<file path="config.mk">
export PLATFORM = sky130hd
export DESIGN_NAME = ptos_link_sequencer_flat
export DESIGN_NICKNAME = d
export VERILOG_FILES = /design/src/rtl/ptos_link_sequencer_if.sv /design/src/rtl/ptos_link_sequencer.sv /design/src/flat_wrapper.sv
export SDC_FILE = /design/constraint.sdc
export NUM_CORES = 1
export LEC_CHECK = 0
export CORE_MARGIN = 10
export CORE_UTILIZATION = 47
export DETAILED_ROUTE_END_ITERATION = 8
export DONT_BUFFER_PORTS = 1
export GPL_TIMING_DRIVEN = 1
export SYNTH_ARGS = -nofsm -noshare
export SYNTH_HDL_FRONTEND = slang
export SYNTH_SLANG_ARGS = --single-unit
</file>
<file path="constraint.sdc">
create_clock -name clk32f -period 1.8 [get_ports clk32f]
set_clock_uncertainty 0.2 [all_clocks]
set_input_delay 0.36 -clock clk32f [delete_from_list [all_inputs] [get_ports clk32f]]
set_output_delay 0.36 -clock clk32f [all_outputs]
set_load 0.02 [all_outputs]
</file>
<file path="src/rtl/ptos_link_sequencer_if.sv">
// Lane-side handshake and serial output bundle for ptos_link_sequencer.
// The master drives link control and data; the slave is the sequencer.
interface ptos_link_sequencer_if;
   logic       active;
   logic       valid_in;
   logic [7:0] data_in;
   logic       data_rd;
   logic       outs;
   logic       outc;
   logic       sym_start;
   logic [1:0] state;

   modport master (
      output active,
      output valid_in,
      output data_in,
      input  data_rd,
      input  outs,
      input  outc,
      input  sym_start,
      input  state
   );

   modport slave (
      input  active,
      input  valid_in,
      input  data_in,
      output data_rd,
      output outs,
      output outc,
      output sym_start,
      output state
   );
endinterface

</file>
<file path="src/rtl/ptos_link_sequencer.sv">
// One-lane parallel-to-serial sequencer: COM training burst, then data
// bytes MSB first, with IDLE filling every slot that has no valid byte.
module ptos_link_sequencer #(
   parameter logic [7:0] COM_CHAR  = 8'hBC,
   parameter logic [7:0] IDLE_CHAR = 8'h7C,
   parameter int         COM_COUNT = 4
) (
   input logic                  clk32f,
   input logic                  reset,
   ptos_link_sequencer_if.slave lnk
);

   typedef enum logic [1:0] {
      OFF   = 2'd0,
      TRAIN = 2'd1,
      RUN   = 2'd2
   } state_t;

   localparam logic [3:0] COM_LAST = 4'(COM_COUNT);

   state_t     st;
   logic [2:0] bit_cnt;
   logic [3:0] com_cnt;
   logic [7:0] shreg;
   logic       outc_q;

   logic boundary;
   logic burst_done;
   logic run_load;

   assign boundary   = (bit_cnt == 3'd7);
   assign burst_done = (st == TRAIN) && (com_cnt == COM_LAST);
   assign run_load   = (st == RUN) || burst_done;

   assign lnk.data_rd   = boundary & lnk.active & lnk.valid_in & run_load;
   assign lnk.outs      = shreg[7];
   assign lnk.outc      = outc_q;
   assign lnk.state     = st;
   assign lnk.sym_start = (bit_cnt == 3'd0) && (st != OFF);

   always_ff @(posedge clk32f or negedge reset) begin
      if (!reset) begin
         st      <= OFF;
         bit_cnt <= 3'd0;
         com_cnt <= 4'd0;
         shreg   <= 8'd0;
         outc_q  <= 1'b0;
      end else begin
         bit_cnt <= bit_cnt + 3'd1;
         if (!boundary) begin
            shreg <= {shreg[6:0], 1'b0};
         end else if (!lnk.active) begin
            st      <= OFF;
            shreg   <= 8'd0;
            outc_q  <= 1'b0;
            com_cnt <= 4'd0;
         end else begin
            unique case (1'b1)
               (st == OFF): begin
                  st      <= TRAIN;
                  shreg   <= COM_CHAR;
                  outc_q  <= 1'b1;
                  com_cnt <= 4'd1;
               end
               (st == TRAIN && !burst_done): begin
                  shreg   <= COM_CHAR;
                  outc_q  <= 1'b1;
                  com_cnt <= com_cnt + 4'd1;
               end
               run_load: begin
                  st <= RUN;
                  if (lnk.valid_in) begin
                     shreg  <= lnk.data_in;
                     outc_q <= 1'b0;
                  end else begin
                     shreg  <= IDLE_CHAR;
                     outc_q <= 1'b1;
                  end
               end
               default: begin
                  // unused encoding recovers to OFF
                  st      <= OFF;
                  shreg   <= 8'd0;
                  outc_q  <= 1'b0;
                  com_cnt <= 4'd0;
               end
            endcase
         end
      end
   end

endmodule
</file>
<file path="src/flat_wrapper.sv">
// flat-port wrapper written by rule: the top's interface ports become plain ports
module ptos_link_sequencer_flat 
#(
   parameter logic [7:0] COM_CHAR  = 8'hBC,
   parameter logic [7:0] IDLE_CHAR = 8'h7C,
   parameter int         COM_COUNT = 4
)
  (clk32f, reset, lnk_active, lnk_valid_in, lnk_data_in, lnk_data_rd, lnk_outs, lnk_outc, lnk_sym_start, lnk_state);
  ptos_link_sequencer_if lnk_i ();
  input logic clk32f;
  input logic reset;
  input wire logic [$bits(lnk_i.active)-1:0] lnk_active;
  input wire logic [$bits(lnk_i.valid_in)-1:0] lnk_valid_in;
  input wire logic [$bits(lnk_i.data_in)-1:0] lnk_data_in;
  output wire logic [$bits(lnk_i.data_rd)-1:0] lnk_data_rd;
  output wire logic [$bits(lnk_i.outs)-1:0] lnk_outs;
  output wire logic [$bits(lnk_i.outc)-1:0] lnk_outc;
  output wire logic [$bits(lnk_i.sym_start)-1:0] lnk_sym_start;
  output wire logic [$bits(lnk_i.state)-1:0] lnk_state;
  assign lnk_i.active = lnk_active;
  assign lnk_i.valid_in = lnk_valid_in;
  assign lnk_i.data_in = lnk_data_in;
  assign lnk_data_rd = lnk_i.data_rd;
  assign lnk_outs = lnk_i.outs;
  assign lnk_outc = lnk_i.outc;
  assign lnk_sym_start = lnk_i.sym_start;
  assign lnk_state = lnk_i.state;
  ptos_link_sequencer #(.COM_CHAR(COM_CHAR), .IDLE_CHAR(IDLE_CHAR), .COM_COUNT(COM_COUNT)) u_core (.clk32f(clk32f), .reset(reset), .lnk(lnk_i));
endmodule
</file>
==> out/metrics.cfg, run 1 <==
[synth]
postSynthAreaPerCell_um2=10.4
ys_top_cells_by_area=dfrtp_1 48%, ha_1 6.6%, nor3b_1 5.6%
syn-num-nets=108
yosysWarnings=0
synth_cells=91
mappedNetlistArea_um2=942
yosysSeqAreaShare=0.478
synth_seq_cells=18
synth_top_cell_by_area=dfrtp_1
synth_cell_types=29
yosysTopAreaCellShare=0.478

[placed_design]
dp_hpwl_um=1560
place_area_mm2=0.00109
placed_cells=127
port_buffers=0
gp_congestion=0.808

[sta]
worst_pin_slew_ps=831
finalCriticalPeriod_ps=2060
timing.fmax_mhz=485
post-route-worst-setup-slack_ps=-264
setup_violations=1
fin_tns_setup_ps=-264
finalHoldViolations=0
period_share=1.15
rsz0062_at_grt=true
slew_headroom=0.444
final_max_slew_viol_count=0

[worst_setup_path]
worstPathRequired_ps=1240
critPathLaunchType=flop
crit_path_max_fanout=4
cp.arrival_ps=1500
path_class=reg -> out
rr_endpoint=u_core.com_cnt[2]$_DFFE_PN0P_
reg2reg_depth=5
rrSetupSlack_ps=130
crit-reg2reg-launch=u_core.bit_cnt[1]$_DFF_PN0_
cp-end-kind=primary output

[drt]
drc=0
viasPerCell=5.76
drt_iter0_markers=10
dr.pass1.iters=4
vias=777
wl_per_cell_um=16.3
ant_nets=0
routed_wl_um=2200

[global_route]
grt_max_degree=19
grt_use_total=0.108
grt-ovfl-total=0
grt_pass1_wl_um=3670
grt_pass1_vias=800
antenna_found_initial=0

[floorplan]
dieWidth_um=64.8
core_area_mm2=0.00194
initial_core_util=0.485
num_io_pins=18
die_y_um=64.8
die_area_mm2=0.00420
rows=16

[clocking]
cts_inserted_buffers=3
cts_tree=yes
clkLatencyLatePin_ps=300
htree_levels=1
clk_pin_slew_ps=100
cts_num_sinks=18
cts_buffer_depth=2
root_buffer=clkbuf_4

[power]
peakVddDrop_uv=419
p_leak_nw=0.516
seq_power_share=0.538
power.density_mw_per_mm2=698
p_sw_mw=0.211
clkPwrFrac=0.309
p_comb_frac=0.153
switching_share=0.256
internal_power_mw=0.613

[layout]
stdcell_count=135
antennaDiodeCount=0
nFillCells=188
drive_gt1_frac=0.287
nNetsFinal=126
final_util=0.608
regArea_um2=453
multi_input_area_um2=500
stdcell_area_mm2=0.00118
syn2layout_area_growth_pct=25.4

[worst_hold_path]
hold_path.class=in -> reg
min-delay-start=lnk_valid_in
holdPathStages=2
hold_end=u_core.shreg[1]$_DFF_PN0_

[run]
drv_cap=0

[run_status]
status=finished, violations left
violations=setup timing

[area by class of cell]
| type | count | area share |
|---|---|---|
| Tap cell | 27 | 0.0286 |
| Clock buffer | 4 | 0.0307 |
| Sequential cell | 18 | 0.383 |
| Inverter | 10 | 0.0318 |
| Timing Repair Buffer | 15 | 0.102 |
| Multi-Input combinational cell | 61 | 0.424 |
[per-layer routing]
| metal | up-vias | track usage | routed length [µm] |
|---|---|---|---|
| li1 | 371 | - | - |
| met1 | 387 | 0.129 | 984 |
| met2 | 17 | 0.180 | 1100 |
| met3 | 2 | 0.0344 | 108 |
| met4 | 0 | 0.0321 | 14 |
| met5 | - | 0 | 0 |
[critical path, cell delays in order (launching register included)]
cell and delay [ps]:
dfrtp_1 370, ha_2 190, ha_4 130, and2_4 160, nand2_4 60, nor3b_4 300
[Yosys cell counts]
cell       count
nor3b_1        7
nor3_1         1
nand3_1        1
a211oi_1       1
o32ai_1        1
nor4b_1        2
nor2b_1        6
a21o_2         1
buf_2          1
and2_1         1
dfrtp_1       18
ha_1           5
mux2_2         1
o2bb2ai_1      2
buf_4          1
nor2_1         1
o211ai_1       3
nand3b_1       4
o221ai_1       2
a21oi_1       10
a32o_1         1
and3b_1        1
o22ai_1        1
inv_1         10
nand2_1        3
nand4_1        3
a222oi_1       1
and3_1         1
or3_1          1
[how the worst max path moves through the flow]
stage / from / endpoint / slack [ps] / cells after the start
5_1_grt: u_core.com_cnt[0]$_DFFE_PN0P_ / lnk_data_rd / -330 / 5
4_1_cts: u_core.com_cnt[1]$_DFFE_PN0P_ / lnk_data_rd / -290 / 5
3_3_place_gp: u_core.bit_cnt[0]$_DFF_PN0_ / lnk_data_rd / 50 / 5
6_report: u_core.bit_cnt[0]$_DFF_PN0_ / lnk_data_rd / -260 / 5
3_5_place_dp: u_core.com_cnt[0]$_DFFE_PN0P_ / lnk_data_rd / 30 / 5
2_1_floorplan: u_core.bit_cnt[0]$_DFF_PN0_ / lnk_data_rd / -20 / 6
[power by group through the flow]
| stage | sequential (mW) | clock, mW | combinational [mW] |
|---|---|---|---|
| finish | 0.443 | 0.255 | 0.126 |
| global route | 0.447 | 0.276 | 0.143 |
| CTS | 0.443 | 0.261 | 0.125 |
| detailed placement | 0.449 | 0 | 0.0985 |
| global placement | 0.449 | 0 | 0.0947 |
| floorplan | 0.452 | 0 | 0.0609 |
[layout by cell type, fill, tap and decap left out, types with 2 or more instances in the layout]
master	synthesis	routed
dfrtp_1	18	16
buf_4	1	12
a21oi_1	10	9
inv_1	10	8
nor2b_1	6	6
nor3b_1	7	5
nand3b_1	4	4
nand4_1	3	3
o211ai_1	3	3
clkbuf_4	0	3
dlygate4sd3_1	0	3
inv_2	0	2
nand2_1	3	2
o2bb2ai_1	2	2
o221ai_1	2	2
nor4b_1	2	2
ha_4	0	2
ha_1	5	2
dfrtp_2	0	2
[what timing repair did]
| action | CTS | global route |
|---|---|---|
| endpoints found under the hold margin | 19 | 0 |
| setup buffers | 1 | 0 |
| hold buffers | 3 | 0 |
| resized for setup | 7 | 1 |
| pin swaps | 4 | 0 |
| endpoints found under the setup margin | 2 | 2 |
[flip-flops by register name (all words and copies together) (netlist names)]
| signal | cells |
|---|---|
| u_core.lnk.outc | 1 |
| u_core.bit_cnt | 3 |
| u_core.lnk.state | 2 |
| u_core.shreg | 8 |
| u_core.com_cnt | 4 |
[metrics by stage]
stage / hold slack [ps] / setup slack [ps] / power [mW]
final: 18.6 / -264 / 0.824
after global routing: 29.1 / -325 / 0.865
after CTS: 11.8 / -286 / 0.829
after detailed placement: -135 / 27.2 / 0.548
after global placement: -135 / 47.3 / 0.544
after floorplan: -136 / -24.2 / 0.513
[cells by family after synthesis]
family / after synthesis / share of synthesized area
mux: 1 / 0.0120
fa+ha+maj: 5 / 0.0664
compound gates: 23 / 0.169
simple gates: 32 / 0.222
buf+inv: 12 / 0.0531
flops: 18 / 0.478
(Power assumes the default switching activity.)
==> run 2, diff against run 1 <==
Settings changed: HOLD_SLACK_MARGIN from default to 0.05.
==> out/metrics.cfg, run 2 (synthesis gave the netlist of run 1 again) <==
[run_status]
status=finished, violations left
violations=setup timing

[floorplan]
initial_core_util=0.485
die_y_um=64.8
num_io_pins=18
die_area_mm2=0.00420
dieWidth_um=64.8
core_area_mm2=0.00194
rows=16

[layout]
reg_top3=u_core.shreg: 8 flops, u_core.com_cnt: 4 flops, u_core.bit_cnt: 3 flops
largest_reg_flops=8
drive_gt1_frac=0.278
stdcell_count=142
final_cell_mix=16 x dfrtp_1, 12 x buf_4, 10 x dlygate4sd3_1
top_register=u_core.shreg
syn2layout_area_growth_pct=33.3
nNetsFinal=133
antennaDiodeCount=0
layout_commonest_cell=dfrtp_1

[placed_design]
port_buffers=0
gp_congestion=0.808
dp_hpwl_um=1560
place_ws_ps=27.2
placed_cells=127

[sta]
period_share=1.15
final_max_slew_viol_count=0
finalHoldViolations=0
slew_headroom=0.444
post-route-worst-setup-slack_ps=-266
rsz0062_at_grt=true
fin_tns_setup_ps=-266
finalCriticalPeriod_ps=2070
worst_pin_slew_ps=831
hold_ws_ps=70.6
setup_violations=1
timing.fmax_mhz=484

[power]
clkPwrFrac=0.303
seq_power_share=0.528
peakVddDrop_uv=419
switching_share=0.258
p_leak_nw=0.546
power.density_mw_per_mm2=669
p_sw_mw=0.217
internal_power_mw=0.623
p_comb_frac=0.169

[global_route]
grt_busiest_layer=met2
gr-usage-met3=0.0309
grt_use_met2=0.197
antenna_found_initial=0
grt_max_degree=19
met1_usage=0.138
grt_pass1_vias=845
grt_pass1_wl_um=3930
grt_use_total=0.115
grt-ovfl-total=0

[drt]
dr.pass1.iters=4
ant_nets=0
routed_wl_um=2360
wl_per_cell_um=16.6
viasPerCell=5.66
drc=0
vias=804
drt_iter0_markers=28

[clocking]
cts_tree=yes
htree_levels=1
clk_pin_slew_ps=110
root_buffer=clkbuf_4
cts_inserted_buffers=3
clkLatencyLatePin_ps=300
cts_buffer_depth=2
cts_num_sinks=18

[worst_setup_path]
crit_path_max_fanout=4
cp-end-kind=primary output
cp.arrival_ps=1510
worstPathRequired_ps=1240
critPathLaunchType=flop
path_class=reg -> out
reg2reg_depth=6

[worst_hold_path]
holdPathStages=2
hold_path.class=in -> reg

[run]
drv_cap=0

## run 2: cell count changes in the layout (fill, tap and decap cells not counted), sizes merged
| cell | previous run | this run |
|---|---|---|
| dlygate4sd3 | 3 | 10 |
## run 2: area by class of cell
cell class	instances	area [µm²]
Clock buffer	4	36.3
Fill cell	176	686
Inverter	10	37.5
Multi-Input combinational cell	61	505
Sequential cell	18	453
Tap cell	27	33.8
Timing Repair Buffer	22	190
## run 2: path summary, 6_finish.rpt
check                                               from                               to  slack [ps]
setup / recovery             u_core.bit_cnt[0]$_DFF_PN0_                      lnk_data_rd        -270
hold / removal                              lnk_valid_in      u_core.lnk.outc$_DFFE_PN0N_          70
setup reg to reg           u_core.com_cnt[1]$_DFFE_PN0P_        u_core.shreg[6]$_DFF_PN0_         110
hold reg to reg              u_core.bit_cnt[0]$_DFF_PN0_      u_core.bit_cnt[0]$_DFF_PN0_         260
max in group asynchronous                          reset  u_core.lnk.state[1]$_DFFE_PN0P_         440
min in group asynchronous                          reset    u_core.com_cnt[3]$_DFFE_PN0P_         390
## run 2: critical path: stages, from the launching register on
cell and delay [ps]:
dfrtp_1 370, ha_2 190, ha_4 130, and2_4 160, nand2_4 60, nor3b_4 300
## run 2: timing repair
item                                   CTS  global route
pin swaps                                4             0
cloned                                   0             0
gates resized for setup                  7             2
endpoints found under the hold margin   26             0
buffers inserted                         1             0
setup endpoints to repair                2             3
hold buffers                            10             0
## run 2: metrics by stage
stage	power [mW]	instance area (µm²)	util
floorplan	0.513	986	-
global placement	0.544	1090	0.559
detailed placement	0.548	1090	0.559
CTS	0.842	1250	0.644
global route	0.882	1260	0.647
finish	0.840	1260	0.647
## run 2: power by group through the flow
stage / logic, mW / clock network (mW) / registers [mW]
finish: 0.142 / 0.255 / 0.443
global route: 0.158 / 0.276 / 0.447
CTS: 0.139 / 0.261 / 0.443
detailed placement: 0.0985 / 0 / 0.449
global placement: 0.0947 / 0 / 0.449
floorplan: 0.0609 / 0 / 0.452
## run 2: routing by layer
metal  part of all wire  vias up
li1                   -      389
met1               0.44      395
met2               0.51       18
met3              0.042        2
met4             0.0072        0
met5                  0        -
==> run 3, diff against run 2 <==
Settings changed: CAP_MARGIN from default to 20, GPL_ROUTABILITY_DRIVEN from default to 0, SKIP_CTS_REPAIR_TIMING from default to 1.
==> out/metrics.cfg, run 3 (synthesis gave the netlist of run 1 again) <==
[power]
p_leak_nw=0.542
power.density_mw_per_mm2=674
peakVddDrop_uv=427

[clocking]
clkLatencyLatePin_ps=290
cts_buffer_depth=2
cts_num_sinks=18
root_buffer=clkbuf_4
cts_inserted_buffers=3
cts_tree=yes
htree_levels=1
clk_pin_slew_ps=100

[layout]
stdcell_count=141
largest_reg_flops=8
nNetsFinal=132
reg_top3=u_core.shreg: 8 flops, u_core.com_cnt: 4 flops, u_core.bit_cnt: 3 flops
syn2layout_area_growth_pct=32.3
top_register=u_core.shreg
final_cell_mix=16 x dfrtp_1, 14 x buf_4, 9 x inv_1, 9 x a21oi_1, 7 x dlygate4sd3_1
drive_gt1_frac=0.289
final_util=0.642
antennaDiodeCount=0
layout_commonest_cell=dfrtp_1

[worst_setup_path]
cp-end-kind=primary output
cp.arrival_ps=1540
path_class=reg -> out
critPathLaunchType=flop
crit_path_max_fanout=2
worstPathRequired_ps=1240
crit-reg2reg-launch=u_core.com_cnt[0]$_DFFE_PN0P_
reg2reg_depth=6
rr_endpoint=u_core.com_cnt[2]$_DFFE_PN0P_
rrSetupSlack_ps=60

[run_status]
status=finished, violations left
violations=setup timing

[floorplan]
num_io_pins=18
die_area_mm2=0.00420
dieWidth_um=64.8
rows=16
core_area_mm2=0.00194
die_y_um=64.8
initial_core_util=0.485

[sta]
rsz0062_at_grt=true
timing.fmax_mhz=477
finalHoldViolations=0
post-route-worst-setup-slack_ps=-297
worst_pin_slew_ps=812
slew_headroom=0.457
setup_violations=1
period_share=1.17
finalCriticalPeriod_ps=2100
final_max_slew_viol_count=0

[global_route]
grt_use_total=0.102
grt-ovfl-total=0
grt_pass1_vias=790
grt_max_degree=19
antenna_found_initial=0
grt_pass1_wl_um=3480

[placed_design]
dp_hpwl_um=1560
placed_cells=127
port_buffers=0

[drt]
ant_nets=0
route.met3.wl_um=109
wl_met1_um=1010
dr.pass1.iters=4
top_layer=met4
drt_iter0_markers=18
drc=0
routed_wl_um=2290
wl_per_cell_um=16.2
viasPerCell=5.67
vias=800
met2_wirelength_um=1130

[worst_hold_path]
holdPathStages=2
hold_path.class=in -> reg
hold_end=u_core.com_cnt[0]$_DFFE_PN0P_
min-delay-start=lnk_active

[run]
drv_cap=0

-- run 3: metrics by stage --
stage               setup WS (ps)  setup TNS [ps]  area (µm²)  hold slack [ps]  power, mW
floorplan                   -24.2           -24.2         986             -136      0.513
global placement             47.3               0        1090             -135      0.544
detailed placement           27.2               0        1090             -135      0.548
CTS                          -316            -386        1120             -467      0.801
global route                 -345            -408        1250             57.0      0.886
finish                       -297            -297        1250             49.5      0.840
-- run 3: critical path, stage by stage (launching register included) --
cell,delay [ps]
dfrtp_1,390
inv_1,70
ha_2,170
and3b_2,220
a21oi_4,70
nor3b_4,320
-- run 3: worst max-delay path by stage --
stage	start	end	slack [ps]
after detailed placement	u_core.com_cnt[0]$_DFFE_PN0P_	lnk_data_rd	30
after global placement	u_core.bit_cnt[0]$_DFF_PN0_	lnk_data_rd	50
after floorplan	u_core.bit_cnt[0]$_DFF_PN0_	lnk_data_rd	-20
after global routing	u_core.com_cnt[1]$_DFFE_PN0P_	lnk_data_rd	-340
final	u_core.com_cnt[1]$_DFFE_PN0P_	lnk_data_rd	-300
after CTS	u_core.com_cnt[0]$_DFFE_PN0P_	lnk_data_rd	-320
-- run 3: layer usage --
metal	vias to the layer above	global-route usage
met3	4	0.0344
met5	-	0
li1	387	-
met1	390	0.122
met4	0	0.0321
met2	19	0.169
-- run 3: report_power, final --
part | internal [mW] | switching (mW) | total (mW)
Sequential | 0.424 | 0.0201 | 0.444
Combinational | 0.0795 | 0.0662 | 0.146
Clock | 0.123 | 0.126 | 0.250
Total | 0.627 | 0.213 | 0.840
-- run 3: cell type report --
| class | instances | area [µm²] |
|---|---|---|
| inverter | 10 | 37.5 |
| clock buffer | 4 | 36.3 |
| multi-input combinational | 61 | 510 |
| fill | 177 | 696 |
| tap | 27 | 33.8 |
| timing repair buffer | 21 | 175 |
| sequential | 18 | 453 |
